$ cat config.mk
export PLATFORM = sky130hd
export DESIGN_NAME = fifo_rr_controller
export DESIGN_NICKNAME = d
export VERILOG_FILES = /design/src/rtl/fifo_rr_controller.sv
export SDC_FILE = /design/constraint.sdc
export NUM_CORES = 1
export LEC_CHECK = 0
export ABC_CLOCK_PERIOD_IN_PS = 2300
export BUFFER_PORTS_ARGS = -buffer_cell sky130_fd_sc_hd__buf_2
export CAP_MARGIN = 0
export CELL_PAD_IN_SITES_DETAIL_PLACEMENT = 0
export CELL_PAD_IN_SITES_GLOBAL_PLACEMENT = 1
export CORE_MARGIN = 8
export CORE_UTILIZATION = 32
export CTS_CLUSTER_DIAMETER = 60
export DETAILED_ROUTE_END_ITERATION = 6
export GPL_ROUTABILITY_DRIVEN = 0
export PLACE_DENSITY_LB_ADDON = 0.1
export SETUP_SLACK_MARGIN = 0.05
export SKIP_LAST_GASP = 1
export SYNTH_ARGS = -nofsm -noshare
export SYNTH_HDL_FRONTEND = slang
export SYNTH_SLANG_ARGS = --single-unit
$ cat constraint.sdc
create_clock -name clk -period 2.3 [get_ports clk]
set_input_delay 0.23 -clock clk [delete_from_list [all_inputs] [get_ports clk]]
set_output_delay 0.23 -clock clk [all_outputs]
set_load 0.05 [all_outputs]
$ cat src/rtl/fifo_rr_controller.sv
// fifo_rr_controller
//   Write-side arbiter and read-side sequencer for a shared FIFO whose write
//   and read clocks are both tied to clk. Two requesters share the FIFO write
//   port under burst-limited round-robin. The read side turns the FIFO's
//   empty/increment pair into a registered valid/ready output stream.
//
// Ports
//   clk, reset                  single clock, synchronous active-high reset
//   req0_valid/data/ready       requester 0 (APB TX path)
//   req1_valid/data/ready       requester 1 (I2C RX path)
//   grant                       one-hot registered owner, 2'b00 = idle
//   fifo_write_data/increment   to FIFO write port
//   fifo_write_full             from FIFO
//   fifo_read_data/empty        from FIFO (read_data is combinational)
//   fifo_read_increment         to FIFO read port
//   out_valid/out_data          registered output word
//   out_ready                   consumer accept
module fifo_rr_controller #(
    parameter int DATA_SIZE = 8,
    parameter int MAX_BURST = 4
) (
    input  logic                 clk,
    input  logic                 reset,
    input  logic                 req0_valid,
    input  logic [DATA_SIZE-1:0] req0_data,
    output logic                 req0_ready,
    input  logic                 req1_valid,
    input  logic [DATA_SIZE-1:0] req1_data,
    output logic                 req1_ready,
    output logic [1:0]           grant,
    output logic [DATA_SIZE-1:0] fifo_write_data,
    output logic                 fifo_write_increment,
    input  logic                 fifo_write_full,
    input  logic [DATA_SIZE-1:0] fifo_read_data,
    input  logic                 fifo_read_empty,
    output logic                 fifo_read_increment,
    output logic                 out_valid,
    output logic [DATA_SIZE-1:0] out_data,
    input  logic                 out_ready
);

    typedef enum logic [1:0] {IDLE, GRANT0, GRANT1} state_t;

    localparam logic [3:0] BURST_LAST = 4'(MAX_BURST - 1);

    state_t     state, state_nxt;
    logic [3:0] burst_cnt, burst_nxt;
    logic       last, last_nxt;     // index of the most recent owner

    // Owner-relative view so GRANT0 and GRANT1 share one body.
    logic   own;
    logic   own_valid, oth_valid, xfer;
    state_t other;

    assign own       = (state == GRANT1);
    assign own_valid = own ? req1_valid : req0_valid;
    assign oth_valid = own ? req0_valid : req1_valid;
    assign other     = own ? GRANT0 : GRANT1;
    assign xfer      = (state != IDLE) && own_valid && !fifo_write_full;

    always_ff @(posedge clk) begin
        if (reset) begin
            state     <= IDLE;
            burst_cnt <= '0;
            last      <= 1'b1;
            grant     <= 2'b00;
        end else begin
            state     <= state_nxt;
            burst_cnt <= burst_nxt;
            last      <= last_nxt;
            grant     <= {state_nxt == GRANT1, state_nxt == GRANT0};
        end
    end

    always_comb begin
        state_nxt            = state;
        burst_nxt            = burst_cnt;
        last_nxt             = last;
        req0_ready           = 1'b0;
        req1_ready           = 1'b0;
        fifo_write_data      = '0;
        fifo_write_increment = 1'b0;
        case (state)
            IDLE: begin
                if (req0_valid && req1_valid)
                    state_nxt = last ? GRANT0 : GRANT1;
                else if (req0_valid)
                    state_nxt = GRANT0;
                else if (req1_valid)
                    state_nxt = GRANT1;
            end
            GRANT0, GRANT1: begin
                if (own) req1_ready = !fifo_write_full;
                else     req0_ready = !fifo_write_full;
                fifo_write_data      = own ? req1_data : req0_data;
                fifo_write_increment = xfer;
                if (!own_valid) begin
                    // Owner went quiet: hand over or drop to idle.
                    state_nxt = oth_valid ? other : IDLE;
                    burst_nxt = '0;
                    last_nxt  = own;
                end else if (xfer && burst_cnt == BURST_LAST) begin
                    // Burst exhausted; only yield if someone is waiting.
                    burst_nxt = '0;
                    if (oth_valid) begin
                        state_nxt = other;
                        last_nxt  = own;
                    end
                end else if (xfer) begin
                    burst_nxt = burst_cnt + 4'd1;
                end
            end
            default: state_nxt = IDLE;
        endcase
    end

    // Read side: refill the output register whenever it is empty or being
    // drained this cycle, giving one word per cycle under steady ready.
    logic load;
    assign load                = !fifo_read_empty && (!out_valid || out_ready);
    assign fifo_read_increment = load;

    always_ff @(posedge clk) begin
        if (reset) begin
            out_valid <= 1'b0;
            out_data  <= '0;
        end else if (load) begin
            out_valid <= 1'b1;
            out_data  <= fifo_read_data;
        end else if (out_ready) begin
            out_valid <= 1'b0;
        end
    end

endmodule

==> flow_summary.toml, run 1 <==
[setup_path]
startpoint_type = "flop"
slowest_stage = "ha_2"
worst_ep_required_time_ns = 2.07
path_delay_family = "adder cells"
cp_cell_sequence = "inv_1, ha_2, nand2_1, nor2_1, buf_2"
critPathMaxFanout = 19
criticalPathCategory = "flop to output port"
critPathCaptureType = "output port"
crit_buf_inv = 2
cp.arrival_ns = 1.85
ff2ff_setup_slack_ns = 0.38
max_stage_delay_ns = 0.51

[pwr]
power.total_mw = 1.535
powerDensity_nw_per_um2 = 1066
leakagePower_nw = 0.6661
ir_worst_vdd_mv = 0.4223

[detailed_routing]
drt-total-wl_um = 2865
antenna_left = 0
post_drt_wl_per_cell_um = 12.57
drt_iter0_drc = 36
first_pass_iters = 4
drc_errors = 0
dr_total_vias = 1102
viasPerCell = 4.833

[yosys]
avgSynthCellArea_um2 = 8.446
syn_inst = 132
synth_area_leaders = "dfxtp_1, mux2i_1, nor2_1"
yosysUniqueCellTypes = 36
syn_area_um2 = 1115
yosysTopAreaCellShare_pct = 32.32
syn-num-nets = 167
synth_warnings = 0
yosysSeqAreaShare_pct = 32.32
synth_top_cell_by_area = "dfxtp_1"
synth-seq-cells = 18

[sta]
fmax_ghz = 0.4799
finalSetupViolCount = 0
rsz0062_at_grt = "no"
worst_pin_slew_ns = 0.3606
setup_tns_ns = 0
hold_viol_final = 0
drv_slew = 0
period_share_pct = 90.60
layout_min_cycle_time_ns = 2.084
slew_headroom_pct = 75.27
skew_ns = 0.005767

[status]
status = "completed"

[cts]
cts_inserted_buffers = 3
cts.clk_slew.worst_paths_ns = 0.11
cts_tree = "yes"
h-tree-depth = 1
clk_latency_ns = 0.29
cts.sinks = 18
clk_path_buf_depth = 2
cts_root_buffer = "clkbuf_4"
post_cts_buffers = 0
postCtsHoldBufs = 0

[placed_design]
port_buffers = 53
hpwl_um = 2274
place_area_um2 = 1400

[floorplan]
io_pins = 54
die_y_um = 75.03
core_area_um2 = 3337
rows = 21
dieArea_um2 = 5629
dieWidth_um = 75.03
start_util_pct = 33.41

[final_layout]
design_area_um2 = 1440
nets = 218
syn_to_final_growth_pct = 29.18
layout-drive-gt1-share_pct = 36.26
antennaDiodeCount = 0

[worst_hold_path]
hp-class = "primary input to flop"

[run]
max-cap-violations = 0

[grt]
grt_max_degree = 20
grt-busiest-layer = "met2"
globalRouteMet2Util_pct = 16.70
grt_pass1_wl_um = 4650
grt.total_usage_pct = 10.41
grt_util_met3_pct = 2.929
antenna_found_initial = 0
grt_pass1_vias = 1064
grt_overflow = 0
met1_usage_pct = 12.55
-- synthesized netlist by cell type --
cell and number:
o211ai_1 1, a21boi_0 1, nor2_1 18, nor2b_1 10, nand2_1 11, a22oi_1 1, o21ai_0 5, nand4_1 1
nand3b_1 1, a21oi_1 6, o21bai_1 1, dfxtp_1 18, and2_1 1, nand2b_1 1, buf_4 2, or3b_4 1
mux2i_1 18, nor3_4 1, or4_1 1, clkbuf_1 4, a221oi_2 1, nor4_1 1, o41ai_2 1, inv_1 4
buf_6 2, ha_1 4, o221ai_1 1, o21ai_1 2, nand3_1 2, a311oi_1 1, buf_2 1, o311a_1 1
nor3_1 4, a211oi_1 1, nor3b_1 2, o22ai_1 1
-- logic make-up after synthesis --
kind of cell             synth area share (%)
AO/OA/AOI/OAI                           15.04
adder cells (fa/ha/maj)                 4.490
buffers and inverters                   6.508
flip-flops                              32.32
multiplexers                            16.16
AND/OR/NAND/NOR                         25.48
-- where the power goes --
| part | internal [mW] | switching (mW) |
|---|---|---|
| Sequential | 0.358 | 0.0375 |
| Clock | 0.0963 | 0.0965 |
| Combinational | 0.291 | 0.656 |
-- final timing paths --
path / start / end / depth (start not counted)
hold reg to reg: out_data[1] / out_data[1] / 2
setup reg to reg: burst_cnt[0] / grant[0] / 6
setup / recovery: state[1] / fifo_write_increment / 5
hold / removal: fifo_read_empty / out_valid / 2
-- per-stage QoR --
step | instances | hold slack, ns | util, % | setup WS, ns
after floorplan | 132 | 0.3219 | - | 0.1039
after global placement | 224 | 0.4258 | 41.96 | 0.3154
after detailed placement | 224 | 0.4327 | 41.96 | 0.2339
after CTS | 228 | 0.1186 | 43.12 | 0.1268
after global routing | 228 | 0.1025 | 43.16 | 0.06144
final | 228 | 0.1224 | 43.16 | 0.2161
-- routing by layer --
layer / vias up / wire length (µm)
li1: 563 / -
met1: 484 / 1230
met2: 53 / 1294
met3: 2 / 303
met4: 0 / 36
met5: - / 0
-- flip-flops by register name (all words and copies together) (netlist names) --
name	cells
state	2
last	1
burst_cnt	4
out_data	8
grant	2
out_valid	1
-- cell usage in the layout (no fill, tap or decap), types with 4 or more instances in the layout --
master   instances
inv_1            4
nor2b_1         10
mux2i_1         18
nand2_1         11
dfxtp_1         17
buf_2           53
a21oi_1          6
nor3_1           4
o21ai_0          5
nor2_1          18
-- timing repair --
item	4_1_cts	5_1_grt
hold endpoints to repair	0	0
cloned	0	0
gates resized for setup	1	1
setup endpoints to repair	2	4
-- cell type report --
type | instances | area [µm²]
fillers | 353 | 1897
multi-input cells | 101 | 689.4
flip-flops and latches | 18 | 361.6
repair buffers | 55 | 280.3
well taps | 46 | 57.56
clock buffers | 4 | 36.28
inverters | 4 | 15.01
Note: power is estimated with default switching activity, not from simulation.
==> inputs of run 2 (changes only) <==
--- a/config.mk
+++ b/config.mk
@@ -15,7 +15,9 @@
 export CTS_CLUSTER_DIAMETER = 60
 export DETAILED_ROUTE_END_ITERATION = 6
 export GPL_ROUTABILITY_DRIVEN = 0
+export GPL_TIMING_DRIVEN = 0
 export PLACE_DENSITY_LB_ADDON = 0.1
+export RECOVER_POWER = 100
 export SETUP_SLACK_MARGIN = 0.05
 export SKIP_LAST_GASP = 1
 export SYNTH_ARGS = -nofsm -noshare
==> flow_summary.toml, run 2 (synthesis gave the netlist of run 1 again) <==
[sta]
hold_viol_final = 0
period_share_pct = 94.09
skew_ns = 0.002395
drv_slew = 0
fmax_ghz = 0.4621
slew_headroom_pct = 59.73
setup_tns_ns = 0
layout_min_cycle_time_ns = 2.164
finalSetupViolCount = 0
rsz0062_at_grt = "yes"
worst_pin_slew_ns = 0.6066

[floorplan]
io_pins = 54
start_util_pct = 33.41
core_area_um2 = 3337
rows = 21
dieWidth_um = 75.03
die_y_um = 75.03
dieArea_um2 = 5629

[grt]
grt_pass1_wl_um = 4961
grt_pass1_vias = 1160
antenna_found_initial = 0
grt.total_usage_pct = 10.93
grt_overflow = 0
grt_max_degree = 11

[detailed_routing]
first_pass_iters = 4
drt-total-wl_um = 3004
drc_errors = 0
antenna_left = 0
viasPerCell = 4.845
post_drt_wl_per_cell_um = 12.95
drt_iter0_drc = 57
dr_total_vias = 1124

[final_layout]
mostFrequentLayoutCells = "buf_2, nor2_1, mux2i_1, dfxtp_1, clkbuf_1"
final_common_cell = "buf_2"
nets = 222
layout-drive-gt1-share_pct = 30.11
regMostFlops = "out_data"
syn_to_final_growth_pct = 30.08
stdcell_count = 232
antennaDiodeCount = 0
final_core_util_pct = 43.46
largest_registers = "out_data: 8 flops, burst_cnt: 4 flops"
largest_reg_flops = 8
design_area_um2 = 1450

[run]
max-cap-violations = 0

[pwr]
clkPwrFrac_pct = 12.1
leakagePower_nw = 0.6262
p_int_uw = 763.9
p_comb_share_pct = 62.3
switching_power_uw = 796.4
pwr-share-seq_pct = 25.7
ir_worst_vdd_mv = 0.5404
switching_share_pct = 51.04
powerDensity_nw_per_um2 = 1076

[cts]
cts_tree = "yes"
cts.sinks = 18
cts_root_buffer = "clkbuf_4"
clk_path_buf_depth = 2
cts_resized = 3
h-tree-depth = 1
cts.clk_slew.worst_paths_ns = 0.10
cts_inserted_buffers = 3
post_cts_buffers = 0
clk_latency_ns = 0.28
postCtsHoldBufs = 0

[setup_path]
critPathCaptureType = "output port"
cp.arrival_ns = 1.93
critPathMaxFanout = 10
startpoint_type = "flop"
worst_ep_required_time_ns = 2.07
criticalPathCategory = "flop to output port"

[placed_design]
place_area_um2 = 1428
dp_cells = 228
hpwl_um = 2416
port_buffers = 50

[status]
status = "completed"

[worst_hold_path]
hp-class = "primary input to flop"
-- run 2: cell types whose count changed in the layout (fill, tap and decap cells not counted), moves of 2 or more --
cell | previous run | this run
nor3_2 | 0 | 2
clkbuf_2 | 0 | 10
buf_6 | 0 | 2
buf_2 | 53 | 30
clkbuf_1 | 0 | 14
-- run 2: through the flow --
stage               hold WS, ns  setup slack (ns)  power [mW]
floorplan                0.3219            0.1039       1.180
global placement         0.4253            0.1715       1.383
detailed placement       0.4344            0.1752       1.393
CTS                      0.1172            0.1032       1.591
global route             0.1284           0.02951       1.673
finish                   0.1262            0.1358       1.560
-- run 2: path summary, 6_finish.rpt --
check | startpoint | to | slack [ns] | depth (start not counted)
setup / recovery | state[0] | fifo_write_data[6] | 0.14 | 7
setup reg to reg | burst_cnt[0] | grant[1] | 0.23 | 6
hold reg to reg | out_data[5] | out_data[5] | 0.50 | 2
hold / removal | fifo_read_empty | out_valid | 0.13 | 2
-- run 2: power by group through the flow --
stage | sequential (mW) | clock, mW | combinational (mW)
floorplan | 0.468 | 0 | 0.712
global placement | 0.402 | 0 | 0.981
detailed placement | 0.402 | 0 | 0.991
CTS | 0.398 | 0.197 | 0.996
global route | 0.407 | 0.212 | 1.05
finish | 0.401 | 0.188 | 0.972
-- run 2: worst max-delay path: stages, from the launching register on --
cell and delay [ns]:
dfxtp_2 0.42, inv_1 0.11, ha_1 0.22, buf_6 0.14, buf_2 0.20, mux2i_1 0.14, nor2b_1 0.13, clkbuf_2 0.29
-- run 2: cell type report --
class                           count  area [µm²]
Tap cell                           46       57.56
Buffer                              9       58.81
Inverter                            4       15.01
Fill cell                         362        1887
Sequential cell                    18       362.8
Multi-Input combinational cell    101       680.7
Clock buffer                        4       36.28
Timing Repair Buffer               50       239.0
-- run 2: metal layers --
layer | share of wire (%) | GRT usage, % | vias to the layer above
li1 | - | - | 568
met3 | 10 | 2.530 | 2
met5 | 0 | 0 | -
met1 | 43 | 12.93 | 512
met4 | 1.2 | 3.913 | 0
met2 | 46 | 18.62 | 42
